File: src/rtl/cen_accumulator.sv
// Centering-stage block accumulator: sums 2**N_LOG2 signed samples on four channels
// and strobes the full-precision block sums to the downstream divide-by-block-length unit.
module cen_accumulator #(
    parameter int unsigned DATA_W = 14,
    parameter int unsigned N_LOG2 = 7,
    parameter int unsigned SUM_W  = 21
) (
    input  logic                     clk,
    input  logic                     rst,
    input  logic                     start,
    input  logic                     in_valid,
    input  logic signed [DATA_W-1:0] x1,
    input  logic signed [DATA_W-1:0] x2,
    input  logic signed [DATA_W-1:0] x3,
    input  logic signed [DATA_W-1:0] x4,
    output logic                     busy,
    output logic                     sum_valid,
    output logic signed [SUM_W-1:0]  sum1,
    output logic signed [SUM_W-1:0]  sum2,
    output logic signed [SUM_W-1:0]  sum3,
    output logic signed [SUM_W-1:0]  sum4,
    output logic [N_LOG2-1:0]        sample_cnt
);

    localparam int unsigned NCH   = 4;
    localparam int unsigned EXT_W = SUM_W - DATA_W;

    localparam logic [1:0] S_IDLE  = 2'd0;
    localparam logic [1:0] S_ACCUM = 2'd1;
    localparam logic [1:0] S_DONE  = 2'd2;

    localparam logic [N_LOG2-1:0] CNT_LAST = '1;

    logic [1:0]               state;
    logic [1:0]               state_nxt;
    logic                     clear_c;
    logic                     take_c;
    logic                     last_c;

    logic signed [DATA_W-1:0] x_in  [NCH];
    logic signed [SUM_W-1:0]  acc   [NCH];
    logic signed [SUM_W-1:0]  acc_nxt [NCH];
    logic signed [SUM_W-1:0]  sum_q [NCH];

    assign x_in[0] = x1;
    assign x_in[1] = x2;
    assign x_in[2] = x3;
    assign x_in[3] = x4;

    assign sum1 = sum_q[0];
    assign sum2 = sum_q[1];
    assign sum3 = sum_q[2];
    assign sum4 = sum_q[3];

    // State register
    always_ff @(posedge clk) begin
        if (rst) begin
            state <= S_IDLE;
        end else begin
            state <= state_nxt;
        end
    end

    // Next-state and datapath controls; start is only honoured in IDLE
    always_comb begin
        state_nxt = state;
        clear_c   = 1'b0;
        take_c    = 1'b0;
        last_c    = 1'b0;
        case (state)
            S_IDLE: begin
                if (start) begin
                    clear_c   = 1'b1;
                    state_nxt = S_ACCUM;
                end
            end
            S_ACCUM: begin
                take_c = in_valid;
                if (in_valid && (sample_cnt == CNT_LAST)) begin
                    last_c    = 1'b1;
                    state_nxt = S_DONE;
                end
            end
            S_DONE: begin
                state_nxt = S_IDLE;
            end
            default: begin
                state_nxt = S_IDLE;
            end
        endcase
    end

    // Sign-extended running sums; width is exact so no overflow can occur
    always_comb begin
        for (int k = 0; k < NCH; k++) begin
            acc_nxt[k] = acc[k] + {{EXT_W{x_in[k][DATA_W-1]}}, x_in[k]};
        end
    end

    // Registered outputs, accumulators and sample counter
    always_ff @(posedge clk) begin
        if (rst) begin
            busy       <= 1'b0;
            sum_valid  <= 1'b0;
            sample_cnt <= '0;
            for (int k = 0; k < NCH; k++) begin
                acc[k]   <= '0;
                sum_q[k] <= '0;
            end
        end else begin
            busy      <= (state_nxt != S_IDLE);
            sum_valid <= (state_nxt == S_DONE);
            if (clear_c) begin
                sample_cnt <= '0;
                for (int k = 0; k < NCH; k++) begin
                    acc[k] <= '0;
                end
            end else if (take_c) begin
                sample_cnt <= sample_cnt + N_LOG2'(1);
                for (int k = 0; k < NCH; k++) begin
                    acc[k] <= acc_nxt[k];
                end
            end
            if (last_c) begin
                for (int k = 0; k < NCH; k++) begin
                    sum_q[k] <= acc_nxt[k];
                end
            end
        end
    end

endmodule

File: config.mk
export PLATFORM = sky130hd
export DESIGN_NAME = cen_accumulator
export DESIGN_NICKNAME = d
export VERILOG_FILES = /design/src/rtl/cen_accumulator.sv
export SDC_FILE = /design/constraint.sdc
export NUM_CORES = 1
export LEC_CHECK = 0
export CORE_MARGIN = 1
export CORE_UTILIZATION = 35
export CTS_BUF_LIST = sky130_fd_sc_hd__clkbuf_16
export DETAILED_ROUTE_END_ITERATION = 8
export GPL_TIMING_DRIVEN = 0
export SLEW_MARGIN = 10
export SYNTH_ARGS = -nofsm -noshare
export SYNTH_HDL_FRONTEND = slang
export SYNTH_SLANG_ARGS = --single-unit
File: constraint.sdc
create_clock -name clk -period 12.5 [get_ports clk]
set_input_delay 2.5 -clock clk [delete_from_list [all_inputs] [get_ports clk]]
set_output_delay 2.5 -clock clk [all_outputs]
set_load 0.1 [all_outputs]
[Yosys cells after proc, flatten, opt, wreduce, memory -nomap -nowiden]
Memories as Yosys holds them, arrays and structs flattened.
Index checks and enable logic that the tools add are counted.
Word-level totals
  output and inout port bits: 93
  register bits: 11
  logic and storage cells: 62
  input bits: 60
  memories: 2
  RAM bits: 168
Operators by class
  add/sub/neg operators: 5
  reductions and logical operators: 4
  bitwise gates (word level): 12
  equal/unequal tests: 3
  multiplexer cells: 32
Memories
  acc: words 4, bits a word 21, rd ports 4, clocked after Yosys merged registers in 0, wr ports 4, line 41  | logic signed [SUM_W-1:0] acc [NCH];
  sum_q: words 4, bits a word 21, rd ports 4, clocked after Yosys merged registers in 0, wr ports 4, line 43  | logic signed [SUM_W-1:0] sum_q [NCH];
Operators with widths (number)
  two-way mux 21 bit: 12
  adder 21 bit: 4
  two-way mux 1 bit: 17
  bitwise OR 1 bit: 12
  adder 7 x 1 -> 7 bit, second input constant: 1
  == test 7 bit, second input constant: 1
  two-way mux 2 bit: 2
  case mux 2 bit (2 select lines): 1
  == test 2 x 1 -> 1 bit, second input constant: 1
  == test 2 bit, second input constant: 1
  logical NOT 2 bit: 1
  nonzero test 2 bit: 1
  OR reduction 2 bit: 1
  logical AND 1 bit: 1

[Depth between registers and ports, before layout]
  depth in word-level cells: 8
  gate-level depth with buffers: 9
  mapped depth without buffers: 9

[Least setup slack after synthesis]
No wires, ideal clock.
  kind: input to register
  from: in in_valid
  to: mem sum_q[0][0], enable pin
  arrival time: 7.066 ns
  setup slack: 4.890 ns
  stages on the path: 5
  data required time: 11.956 ns
  setup time: 0.544 ns
  path buffers: 2
  cell sequence: nand2_1 or2_1 clkbuf_1 buf_1 o21bai_1
RTL lines
  from (decl): line 11  | input logic in_valid,
  to (decl): line 43

==> impl_metrics.csv <==
group,metric,value,unit
drt,drc,0,
pwr,power_density,127,nW/um2
clock_tree,cts_sinks,179,
logic_synthesis,synth_warnings,0,
logic_synthesis,netlist_top_cells_count,"147 x edfxtp_1, 130 x nor2_1, 81 x ha_1, 77 x a21oi_1, 66 x nand2_1",
drt,wl_per_cell,17.0,um
clock_tree,h-tree-depth,4,
sta,tns,0,ps
logic_synthesis,yosysMostFrequentCell,"edfxtp_1",
worst_setup_path,critical_path_class,"input port to flop",
sta,worstMarginPinSlew,1100,ps
clock_tree,postCtsSetupRepairBufs,0,
die,core,28100,um2
sta,report.final.hold_viol_count,0,
clock_tree,cts_tree,"yes",
placed_design,pre_cts_ws,6500,ps
clock_tree,cts-root-buf,"clkbuf_16",
logic_synthesis,syn_avg_cell_area,10.5,um2
die,initial_utilization,36.1,%
worst_setup_path,startpoint,"in_valid",
placed_design,gp_congestion,0.851,
global_route,grt_pass1_wl,40.8,mm
sta,setup_slack,6910,ps
drt,drt_first_iter_violations,420,
placed_design,place_inst,1500,
logic_synthesis,synth-seq-area-share,49.9,%
logic_synthesis,async_reset_ff_share,0,%
sta,slew_violations,0,
worst_setup_path,reg2reg_to,"sum_q[2][19]",
worst_setup_path,setup.worst_path.start_class,"input port",
logic_synthesis,synth_cell_types,62,
worst_setup_path,crit_end,"sum_q[2][19]",
global_route,antenna_found_initial,1,
logic_synthesis,yosysTopAreaCellShare,43.6,%
global_route,grt_max_degree,29,
clock_tree,cts_buffer_depth,2,
drt,via_count,7907,
sta,fin_crit_sh,44.7,%
finish,fin_nets,1286,
status,status,"completed",
worst_setup_path,required,12700,ps
worst_setup_path,timing.rr.start,"state[0]",
placed_design,place_hpwl,19.3,mm
worst_setup_path,crit_fanout,10,
drt,dr.pass1.iters,5,
finish,final-instance-count-excl-fill,1533,
die,num_rows,61,
logic_synthesis,synth_top_area_cell,"edfxtp_1",
logic_synthesis,synthFlopType,"edfxtp_1",
worst_setup_path,worst_setup_path_end_kind,"flop",
logic_synthesis,syn_area,10100,um2
logic_synthesis,netlist_instances,966,
finish,layout-area-overhead-vs-synth,26.2,%
finish,nFillCells,2744,
global_route,gr-total-overflow,0,
die,fp.dieArea,29600,um2
min_path,holdCritPathClass,"flop to flop",
worst_setup_path,worstRegToRegCells,7,
die,die_height,172,um
pwr,max-vdd-ir-drop,0.0000703,V
drt,wirelength,26.1,mm
drt,drtAntennaViolNets,0,
logic_synthesis,ys_top_cells_by_area,"edfxtp_1 44%, ha_1 10%, dfxtp_1 6.3%",
logic_synthesis,synth_seq_cells,179,
sta,fmax,179,MHz
sta,fin_skew,16.0,ps
die,die_x,172,um
placed_design,io_buffers,152,
clock_tree,clk_pin_slew_worst_paths,70,ps
finish,drive_above_1_share,4.07,%
sta,rsz0062_at_grt,"no",
clock_tree,cts_resized,0,
worst_setup_path,arrival,5790,ps
pwr,power.leakage,4.91,nW
global_route,grt_usage,18.1,%
logic_synthesis,synth_edf_count,147,
logic_synthesis,synth_nets,1111,
worst_setup_path,r2r_slack,9100,ps
clock_tree,clock_latency,430,ps
run,maxCapViolCount,0,
clock_tree,postCtsHoldBufs,0,
sta,setup_viol,0,
global_route,grt_pass1_vias,7741,
clock_tree,cts_inserted_buffers,17,
drt,vias_per_cell,5.16,
die,ioPinCount,153,
sta,relSlewSlack,26.3,%
sta,fin_crit,5590,ps
cell families (layout without fill, tap and decap cells):
| group | Yosys count | count (layout) | share of synthesized area [%] |
|---|---|---|---|
| other | 0 | 1 | 0 |
| multiplexers | 2 | 2 | 0.198 |
| adder cells (fa/ha/maj) | 85 | 85 | 10.8 |
| buffers and inverters | 48 | 236 | 1.79 |
| XOR/XNOR | 65 | 65 | 5.62 |
| AO/OA/AOI/OAI | 254 | 254 | 16.4 |
| AND/OR/NAND/NOR | 333 | 333 | 15.3 |
| flip-flops | 179 | 179 | 49.9 |
critical path, stage by stage:
cell             delay [ps]
clkdlybuf4s50_1         490
nand2_1                  80
or2_1                   210
clkbuf_1                230
nor2_1                  690
nand3_1                 610
clkbuf_1                500
nor3_1                  480
sequential cells by signal (all words and copies together) (netlist names):
| signal | cells |
|---|---|
| busy | 1 |
| sum_q | 84 |
| sample_cnt | 7 |
| sum_valid | 1 |
| state | 2 |
| acc | 84 |
metal layers:
layer  global-route usage (%)  up-vias  wire length, um
li1                         -     3943                -
met1                     23.4     3752            12200
met2                     30.2      190            12200
met3                     4.17       22             1360
met4                     4.50        0              366
met5                        0        -                0
placed cells by master (no fill, tap or decap), types with 16 or more instances in the layout:
cell and count:
edfxtp_1 147, clkdlybuf4s50_1 152, clkbuf_16 17, a211oi_1 16, a21o_1 28, o21a_1 21, nor3_1 35, and2_1 17
nand2_1 66, clkbuf_1 23, a21oi_1 77, nor2_1 130, xnor2_1 35, dfxtp_1 32, o21ai_0 37, ha_1 81
xor2_1 30, inv_1 18, nor2b_1 24
final cells by class:
cell class | instances | area [um2] | area share [%]
well taps | 378 | 473 | 3.70
repair buffers | 156 | 1610 | 12.6
plain buffers | 29 | 110 | 0.861
diodes | 1 | 2.50 | 0.0196
inverters | 19 | 71.3 | 0.558
clock buffers | 17 | 425 | 3.33
multi-input cells | 739 | 4900 | 38.3
flip-flops and latches | 179 | 5050 | 39.5
clock inverters | 15 | 135 | 1.06
where the power goes:
part | total [mW] | switching, mW | internal [mW] | leakage, nW
clock network | 0.526 | 0.249 | 0.277 | 0.266
logic | 0.405 | 0.269 | 0.135 | 2.89
registers | 0.690 | 0.0123 | 0.678 | 1.75
total | 1.62 | 0.530 | 1.09 | 4.91
worst min-delay path by stage:
| stage | from | to | slack [ps] | cells past startpoint |
|---|---|---|---|---|
| after floorplan | acc[2][14] | acc[2][14] | 430 | 2 |
| after global placement | acc[2][13] | acc[2][13] | 440 | 2 |
| after detailed placement | acc[2][18] | acc[2][18] | 450 | 2 |
| after CTS | acc[2][17] | acc[2][17] | 460 | 2 |
| after global routing | acc[2][9] | acc[2][9] | 480 | 2 |
| final | acc[2][13] | acc[2][13] | 450 | 2 |
stage by stage:
stage | util, % | area, um2 | power [mW] | hold WS [ps]
floorplan | - | 10100 | 1.00 | 429
global placement | 43.2 | 12100 | 1.10 | 443
detailed placement | 43.5 | 12200 | 1.11 | 450
CTS | 45.5 | 12800 | 1.63 | 460
global route | 45.5 | 12800 | 1.69 | 482
finish | 45.5 | 12800 | 1.62 | 454
Power figures use the tool's default switching activity.
